$ cat config.mk
export PLATFORM = sky130hd
export DESIGN_NAME = alu_arbiter_flat
export DESIGN_NICKNAME = d
export VERILOG_FILES = /design/src/rtl/alu_arbiter_if.sv /design/src/rtl/alu_arbiter.sv /design/src/flat_wrapper.sv
export SDC_FILE = /design/constraint.sdc
export NUM_CORES = 1
export LEC_CHECK = 0
export ABC_CLOCK_PERIOD_IN_PS = 1800
export BUFFER_PORTS_ARGS = -buffer_cell sky130_fd_sc_hd__buf_2
export CAP_MARGIN = 15
export CORE_AREA = 4 4 131 102
export CTS_CLUSTER_DIAMETER = 60
export DETAILED_ROUTE_END_ITERATION = 16
export DIE_AREA = 0 0 135 106
export HOLD_SLACK_MARGIN = 0.1
export PLACE_DENSITY = 0.75
export REMOVE_ABC_BUFFERS = 1
export SKIP_LAST_GASP = 1
export SLEW_MARGIN = 0
export SYNTH_ARGS = -nofsm -noshare
export SYNTH_HDL_FRONTEND = slang
export SYNTH_SLANG_ARGS = --single-unit
$ cat constraint.sdc
create_clock -name iClk -period 1.8 [get_ports iClk]
set_input_delay 0.45 -clock iClk [delete_from_list [all_inputs] [get_ports iClk]]
set_output_delay 0.45 -clock iClk [all_outputs]
set_load 0.02 [all_outputs]
$ cat src/rtl/alu_arbiter_if.sv
// Bundle of request, response and ALU-side signals for alu_arbiter.
// slave is the arbiter's view; master is the requesters-plus-ALU view.
interface alu_arbiter_if #(
   parameter int DATA_W = 32,
   parameter int FUN_W  = 6
);
   logic              iReqValid0, iReqValid1;
   logic              oReqReady0, oReqReady1;
   logic [DATA_W-1:0] iReqA0, iReqA1, iReqB0, iReqB1;
   logic [FUN_W-1:0]  iReqFun0, iReqFun1;
   logic              iReqSign0, iReqSign1;
   logic              oRspValid0, oRspValid1;
   logic              iRspReady0, iRspReady1;
   logic [DATA_W-1:0] oRspS;
   logic              oRspZ, oRspV, oRspN;
   logic [DATA_W-1:0] oALUA, oALUB;
   logic [FUN_W-1:0]  oALUFun;
   logic              oALUSign;
   logic [DATA_W-1:0] iALUS;
   logic              iALUZ, iALUV, iALUN;

   modport slave (
      input  iReqValid0, iReqValid1, iReqA0, iReqA1, iReqB0, iReqB1,
             iReqFun0, iReqFun1, iReqSign0, iReqSign1, iRspReady0, iRspReady1,
             iALUS, iALUZ, iALUV, iALUN,
      output oReqReady0, oReqReady1, oRspValid0, oRspValid1,
             oRspS, oRspZ, oRspV, oRspN, oALUA, oALUB, oALUFun, oALUSign
   );

   modport master (
      output iReqValid0, iReqValid1, iReqA0, iReqA1, iReqB0, iReqB1,
             iReqFun0, iReqFun1, iReqSign0, iReqSign1, iRspReady0, iRspReady1,
             iALUS, iALUZ, iALUV, iALUN,
      input  oReqReady0, oReqReady1, oRspValid0, oRspValid1,
             oRspS, oRspZ, oRspV, oRspN, oALUA, oALUB, oALUFun, oALUSign
   );
endinterface

$ cat src/rtl/alu_arbiter.sv
// Two-port arbiter sharing one 32-bit ALU; one operation in flight (IDLE/EXEC/RESP).
// Define ALU_ARB_RR_EN for round-robin arbitration; default is fixed priority to port 0.
module alu_arbiter #(
   parameter int DATA_W = 32,
   parameter int FUN_W  = 6
) (
   input  logic         iClk,
   input  logic         iReset,
   alu_arbiter_if.slave bus
);
   typedef enum logic [1:0] {IDLE = 2'd0, EXEC = 2'd1, RESP = 2'd2} state_t;

   state_t state, state_nxt;
   logic   grant;
   logic   accept;
   logic   rsp_ready;

   logic signed [DATA_W-1:0] opa_p0, opb_p0;
   logic [FUN_W-1:0]         fun_p0;
   logic                     sign_p0;
   logic                     tag_p0;

   logic signed [DATA_W-1:0] rsp_s_p1;
   logic                     rsp_z_p1, rsp_v_p1, rsp_n_p1;

`ifdef ALU_ARB_RR_EN
   logic last_grant;
`endif

   always_comb begin
      grant = 1'b0;
      if (bus.iReqValid0 && bus.iReqValid1) begin
`ifdef ALU_ARB_RR_EN
         // port not granted most recently wins the contest
         grant = ~last_grant;
`else
         grant = 1'b0;
`endif
      end else if (bus.iReqValid1) begin
         grant = 1'b1;
      end
   end

   assign accept    = (state == IDLE) && (bus.iReqValid0 || bus.iReqValid1) && !iReset;
   assign rsp_ready = tag_p0 ? bus.iRspReady1 : bus.iRspReady0;

   assign bus.oReqReady0 = accept && !grant;
   assign bus.oReqReady1 = accept && grant;

   always_comb begin
      state_nxt = state;
      case (state)
         IDLE:    if (accept) state_nxt = EXEC;
         EXEC:    state_nxt = RESP;
         RESP:    if (rsp_ready) state_nxt = IDLE;
         default: state_nxt = IDLE;
      endcase
   end

   always_ff @(posedge iClk) begin
      if (iReset) state <= IDLE;
      else        state <= state_nxt;
   end

`ifdef ALU_ARB_RR_EN
   always_ff @(posedge iClk) begin
      if (iReset)      last_grant <= 1'b1;
      else if (accept) last_grant <= grant;
   end
`endif

   // p0: operand register, loaded from the winning port on accept
   always_ff @(posedge iClk) begin
      if (iReset) begin
         opa_p0  <= '0;
         opb_p0  <= '0;
         fun_p0  <= '0;
         sign_p0 <= 1'b0;
         tag_p0  <= 1'b0;
      end else if (accept) begin
         opa_p0  <= grant ? bus.iReqA1    : bus.iReqA0;
         opb_p0  <= grant ? bus.iReqB1    : bus.iReqB0;
         fun_p0  <= grant ? bus.iReqFun1  : bus.iReqFun0;
         sign_p0 <= grant ? bus.iReqSign1 : bus.iReqSign0;
         tag_p0  <= grant;
      end
   end

   assign bus.oALUA    = opa_p0;
   assign bus.oALUB    = opb_p0;
   assign bus.oALUFun  = fun_p0;
   assign bus.oALUSign = sign_p0;

   // p1: response register, captured from the ALU at the end of EXEC
   always_ff @(posedge iClk) begin
      if (iReset) begin
         rsp_s_p1 <= '0;
         rsp_z_p1 <= 1'b0;
         rsp_v_p1 <= 1'b0;
         rsp_n_p1 <= 1'b0;
      end else if (state == EXEC) begin
         rsp_s_p1 <= bus.iALUS;
         rsp_z_p1 <= bus.iALUZ;
         rsp_v_p1 <= bus.iALUV;
         rsp_n_p1 <= bus.iALUN;
      end
   end

   assign bus.oRspValid0 = (state == RESP) && !tag_p0;
   assign bus.oRspValid1 = (state == RESP) && tag_p0;
   assign bus.oRspS      = rsp_s_p1;
   assign bus.oRspZ      = rsp_z_p1;
   assign bus.oRspV      = rsp_v_p1;
   assign bus.oRspN      = rsp_n_p1;
endmodule

$ cat src/flat_wrapper.sv
// flat-port wrapper written by rule: the top's interface ports become plain ports
module alu_arbiter_flat 
#(
   parameter int DATA_W = 32,
   parameter int FUN_W  = 6
)
  (iClk, iReset, bus_iReqValid0, bus_iReqValid1, bus_iReqA0, bus_iReqA1, bus_iReqB0, bus_iReqB1, bus_iReqFun0, bus_iReqFun1, bus_iReqSign0, bus_iReqSign1, bus_iRspReady0, bus_iRspReady1, bus_iALUS, bus_iALUZ, bus_iALUV, bus_iALUN, bus_oReqReady0, bus_oReqReady1, bus_oRspValid0, bus_oRspValid1, bus_oRspS, bus_oRspZ, bus_oRspV, bus_oRspN, bus_oALUA, bus_oALUB, bus_oALUFun, bus_oALUSign);
  alu_arbiter_if #(.DATA_W(DATA_W), .FUN_W(FUN_W)) bus_i ();
  input  logic iClk;
  input  logic iReset;
  input wire logic [$bits(bus_i.iReqValid0)-1:0] bus_iReqValid0;
  input wire logic [$bits(bus_i.iReqValid1)-1:0] bus_iReqValid1;
  input wire logic [$bits(bus_i.iReqA0)-1:0] bus_iReqA0;
  input wire logic [$bits(bus_i.iReqA1)-1:0] bus_iReqA1;
  input wire logic [$bits(bus_i.iReqB0)-1:0] bus_iReqB0;
  input wire logic [$bits(bus_i.iReqB1)-1:0] bus_iReqB1;
  input wire logic [$bits(bus_i.iReqFun0)-1:0] bus_iReqFun0;
  input wire logic [$bits(bus_i.iReqFun1)-1:0] bus_iReqFun1;
  input wire logic [$bits(bus_i.iReqSign0)-1:0] bus_iReqSign0;
  input wire logic [$bits(bus_i.iReqSign1)-1:0] bus_iReqSign1;
  input wire logic [$bits(bus_i.iRspReady0)-1:0] bus_iRspReady0;
  input wire logic [$bits(bus_i.iRspReady1)-1:0] bus_iRspReady1;
  input wire logic [$bits(bus_i.iALUS)-1:0] bus_iALUS;
  input wire logic [$bits(bus_i.iALUZ)-1:0] bus_iALUZ;
  input wire logic [$bits(bus_i.iALUV)-1:0] bus_iALUV;
  input wire logic [$bits(bus_i.iALUN)-1:0] bus_iALUN;
  output wire logic [$bits(bus_i.oReqReady0)-1:0] bus_oReqReady0;
  output wire logic [$bits(bus_i.oReqReady1)-1:0] bus_oReqReady1;
  output wire logic [$bits(bus_i.oRspValid0)-1:0] bus_oRspValid0;
  output wire logic [$bits(bus_i.oRspValid1)-1:0] bus_oRspValid1;
  output wire logic [$bits(bus_i.oRspS)-1:0] bus_oRspS;
  output wire logic [$bits(bus_i.oRspZ)-1:0] bus_oRspZ;
  output wire logic [$bits(bus_i.oRspV)-1:0] bus_oRspV;
  output wire logic [$bits(bus_i.oRspN)-1:0] bus_oRspN;
  output wire logic [$bits(bus_i.oALUA)-1:0] bus_oALUA;
  output wire logic [$bits(bus_i.oALUB)-1:0] bus_oALUB;
  output wire logic [$bits(bus_i.oALUFun)-1:0] bus_oALUFun;
  output wire logic [$bits(bus_i.oALUSign)-1:0] bus_oALUSign;
  assign bus_i.iReqValid0 = bus_iReqValid0;
  assign bus_i.iReqValid1 = bus_iReqValid1;
  assign bus_i.iReqA0 = bus_iReqA0;
  assign bus_i.iReqA1 = bus_iReqA1;
  assign bus_i.iReqB0 = bus_iReqB0;
  assign bus_i.iReqB1 = bus_iReqB1;
  assign bus_i.iReqFun0 = bus_iReqFun0;
  assign bus_i.iReqFun1 = bus_iReqFun1;
  assign bus_i.iReqSign0 = bus_iReqSign0;
  assign bus_i.iReqSign1 = bus_iReqSign1;
  assign bus_i.iRspReady0 = bus_iRspReady0;
  assign bus_i.iRspReady1 = bus_iRspReady1;
  assign bus_i.iALUS = bus_iALUS;
  assign bus_i.iALUZ = bus_iALUZ;
  assign bus_i.iALUV = bus_iALUV;
  assign bus_i.iALUN = bus_iALUN;
  assign bus_oReqReady0 = bus_i.oReqReady0;
  assign bus_oReqReady1 = bus_i.oReqReady1;
  assign bus_oRspValid0 = bus_i.oRspValid0;
  assign bus_oRspValid1 = bus_i.oRspValid1;
  assign bus_oRspS = bus_i.oRspS;
  assign bus_oRspZ = bus_i.oRspZ;
  assign bus_oRspV = bus_i.oRspV;
  assign bus_oRspN = bus_i.oRspN;
  assign bus_oALUA = bus_i.oALUA;
  assign bus_oALUB = bus_i.oALUB;
  assign bus_oALUFun = bus_i.oALUFun;
  assign bus_oALUSign = bus_i.oALUSign;
  alu_arbiter #(.DATA_W(DATA_W), .FUN_W(FUN_W)) u_core (.iClk(iClk), .iReset(iReset), .bus(bus_i));
endmodule
==> out/summary.md <==
Setup repair after global routing could not meet its margin everywhere. The first-pass iteration count of the detailed router was 5. The number of antenna diodes in the final layout is 0. The tightest slew margin relative to the limit was 72.2%; the tightest hold margin was 0.350 ns.

Slowest cell on the critical path: dfxtp_1. In the post-route analysis, the smallest setup slack over all paths is 0.0701 ns. The overall routing resource usage is 17.9%.

The largest driver fanout on the critical path is 8. The synthesized netlist devotes 18.8% of its cell area to simple gates. The tools report the layout filler cell count as 1,174. Averaged over all synthesized cells, the footprint is 8.07 sq um. For this run the aggregate overflow at the end of global routing stands at 0. Highest clock frequency the design can meet: 578 MHz. For the pin with the worst max-slew slack, the measured transition is 0.417 ns. The buffers inserted during post-CTS setup optimization came out at 0. For the via count of the routed design, the log shows 4,724. After detailed placement, the design holds a cell count of 981. The share of the Yosys chip area taken by registers is 48.7%.

STA classifies the critical path startpoint as a flip-flop. Overall power consumption after layout is estimated at 5.90 mW. TritonCTS created 9 clock buffers. The setup skew after layout was 0.00567 ns; the clock-pin slew on the worst setup and hold paths was 0.07 ns. For the weighted congestion at the end of routability-driven global placement, the log shows 0.782.

Measured along the x axis, the die boundary spans 135 um. The routed design could run at a clock period as short as 1.73 ns. The run gives 6380 sq um as the post-route cell area. The kind of end point of the critical path is a primary output.

For the final max-slew violation count, the log shows 0. In the final layout, flip-flops and latches occupy 2180 sq um. Along the worst hold path, the cell count comes to 3. The post-route DRC violation count came out at 0.

Compared with the post-synthesis result, the final layout area differs by 42.5%. The logs give 0 for the total of warnings raised by yosys and 3.23 nW for the static power due to leakage. The largest stage delay on the critical path was 0.51 ns; the initial antenna violation count was 0. For hold timing, the worst endpoint is u_core.bus.oRspS[19].

The worst register-to-register path begins at u_core.state[1]. The flow ran to the end, and the final reports show no timing, DRC or antenna violations. At the worst endpoint, the required time is 1.35 ns. The total power density per cell area was 925 nW/um^2; the xor/xnor cell area share of the yosys netlist was 0%. The multi-input combinational cells in the finished layout cover a total of 2060 sq um. The number of input and output port buffers inserted is 292.

The core region is 12,000 sq um. Post-synthesis compound-gate area fraction: 26.8%. The startpoint-to-endpoint class of the critical path was reg -> out. The tools report the cell area after placement as 6090 sq um. Counting flops and latches in the post-synthesis netlist gives 109.

The number of levels in the clock H-tree was 3; the die span in y was 106 um. TritonCTS built the clock tree. The min-delay analysis places its worst path in the category in -> reg. Leaving out fill and tap cells, the most frequent cells in the layout are buf_2, nand2_1, dfxtp_1.

Final count of hold timing violations: 0. Walking the worst path, the cells encountered are nor3b_1, buf_2. Clock tree synthesis found a total of 109 sinks. The detailed-route wire length was 14,000 um. Per-cell routed wire length: 14.0 um.

For the post-synthesis instance total, the log shows 555. The tree is rooted in a clkbuf_16. Entering global routing, the biggest net connects 86 pins. The tools report the half-perimeter wire length after detailed placement as 10,700 um. The logs give 0.151 ns for the worst setup timing slack at the placement stage and 0.33 ns for the insertion delay to the later sink of the worst-skew pair. 293 I/O pins were placed.

The die outline area came out at 14,300 sq um. In the final design database the tool counted 1,009 nets. The logs give 53.0% for the share of the core filled with cells in the final layout and 4,219 for the number of global-route vias before repair. DRC violation total after the first TritonRoute iteration: 445. The first global-routing pass estimated 21,100 um of wire.

In this run the cell area of the synthesized design comes to 4480 sq um. The clock passes through at most 2 buffers. Dividing the detail-routed via count by the number of cells gives 4.74.

For flop-to-flop paths, the worst setup slack is 0.35 ns. The number of different library cells used by synthesis comes to 24. The tools report the accumulated negative setup slack as 0 ns.

The largest family of logic cells by synthesized area is compound AO/OA/AOI/OAI gates. Leaving out filler cells and counting taps, the final layout contains 997. The count of final setup violators was 0; the remaining number of nets flagged by the antenna check after routing was 0.

In this run the most critical hold path is launched from bus_iALUS[19]. The initial utilization of the core area, before any placement, comes to 37.2%. IR analysis of the VDD net gives a maximum drop of 0.519 mV.

The logic depth of the worst register-to-register path is 5. The number of placement rows was 35; the fraction of layout instances using a drive strength above 1 was 39.6%. The reported max-cap violation count was 0; the mux cell area share after synthesis was 0.223%. In this run the critical register-to-register path is captured at u_core.bus.oALUB[18].

The synthesized netlist devotes 0% of its cell area to adder and majority cells. Leading cell type in the layout, fill and taps excluded: buf_2. The worst path uses 96.1% of the clock period. The data arrival time at the worst-slack endpoint came out at 1.28 ns.
cell usage after synthesis:
master / instances / area, sq um
a211oi_1: 1 / 7.51
buf_2: 9 / 45.0
nor2_1: 1 / 3.75
or3_1: 1 / 6.26
nor2b_1: 2 / 12.5
a22oi_1: 5 / 37.5
nand2_1: 202 / 758
clkbuf_1: 31 / 116
buf_6: 7 / 78.8
o21ai_0: 66 / 330
and3b_1: 1 / 8.76
o2bb2ai_1: 5 / 43.8
a21oi_1: 37 / 185
and2_1: 3 / 18.8
a21oi_4: 1 / 16.3
nand3b_1: 1 / 7.51
nor3_1: 1 / 5.00
mux2i_1: 1 / 10.0
nor3b_1: 1 / 7.51
a22o_1: 66 / 578
dfxtp_1: 109 / 2180
nand2b_1: 1 / 6.26
or2_1: 1 / 6.26
buf_1: 2 / 7.51
how the worst max path moves through the flow:
| stage | cells after the start | end | slack, ns | start |
|---|---|---|---|---|
| finish | 2 | bus_oRspValid0 | 0.07 | u_core.state[1] |
| global route | 3 | bus_oReqReady0 | -0.02 | u_core.state[1] |
| CTS | 3 | bus_oReqReady0 | 0.02 | u_core.state[0] |
| detailed placement | 5 | bus_oReqReady1 | 0.15 | bus_iReqValid1 |
| global placement | 5 | bus_oReqReady1 | 0.17 | bus_iReqValid1 |
| floorplan | 2 | bus_oReqReady1 | -3.02 | iReset |
critical path, delay by kind of cell, from the launching register on:
| kind | cells | cell delay [ns] |
|---|---|---|
| flops | 1 | 0.51 |
| simple gates | 1 | 0.22 |
| buf+inv | 1 | 0.21 |
area by class of cell:
cell class	instances	share of cell area (%)
clock buffer	10	3.75
clock inverter	6	0.725
multi-input combinational	397	32.3
sequential	109	34.2
tap	166	3.25
timing repair buffer	309	25.7
flip-flops by register name, indices dropped and copies added, names as in the netlist:
name,flops
u_core.bus.oRspN,1
u_core.state,2
u_core.bus.oALUA,32
u_core.bus.oALUSign,1
u_core.bus.oRspZ,1
u_core.tag_p0,1
u_core.bus.oRspV,1
u_core.bus.oRspS,32
u_core.bus.oALUFun,6
u_core.bus.oALUB,32
cell families (layout without fill, tap and decap cells):
kind of cell / Yosys count / after routing
AOI/OAI and AO/OA: 181 / 181
buffers and inverters: 49 / 325
DFF: 109 / 109
muxes: 1 / 1
and+or+nand+nor: 215 / 215
report_power, final:
| part | total (mW) | switching, mW | leakage (nW) | internal, mW |
|---|---|---|---|---|
| combinational | 1.30 | 0.775 | 2.19 | 0.530 |
| clock | 1.87 | 0.879 | 0.141 | 0.989 |
| sequential | 2.73 | 0.112 | 0.896 | 2.62 |
| total | 5.90 | 1.77 | 3.23 | 4.14 |
repair_timing:
item,CTS,global route
pin swaps,1,0
gates resized for setup,0,2
setup endpoints to repair,1,2
hold buffers,0,0
per-layer routing:
layer	share of wire [%]	vias up	wire length, um	global-route usage (%)
met3	6.4	9	891	3.74
met4	0.82	0	114	3.45
met1	44	2120	6100	23.4
li1	-	2429	-	-
met2	49	166	6850	30.7
met5	0	-	0	0
(Power assumes the default switching activity.)
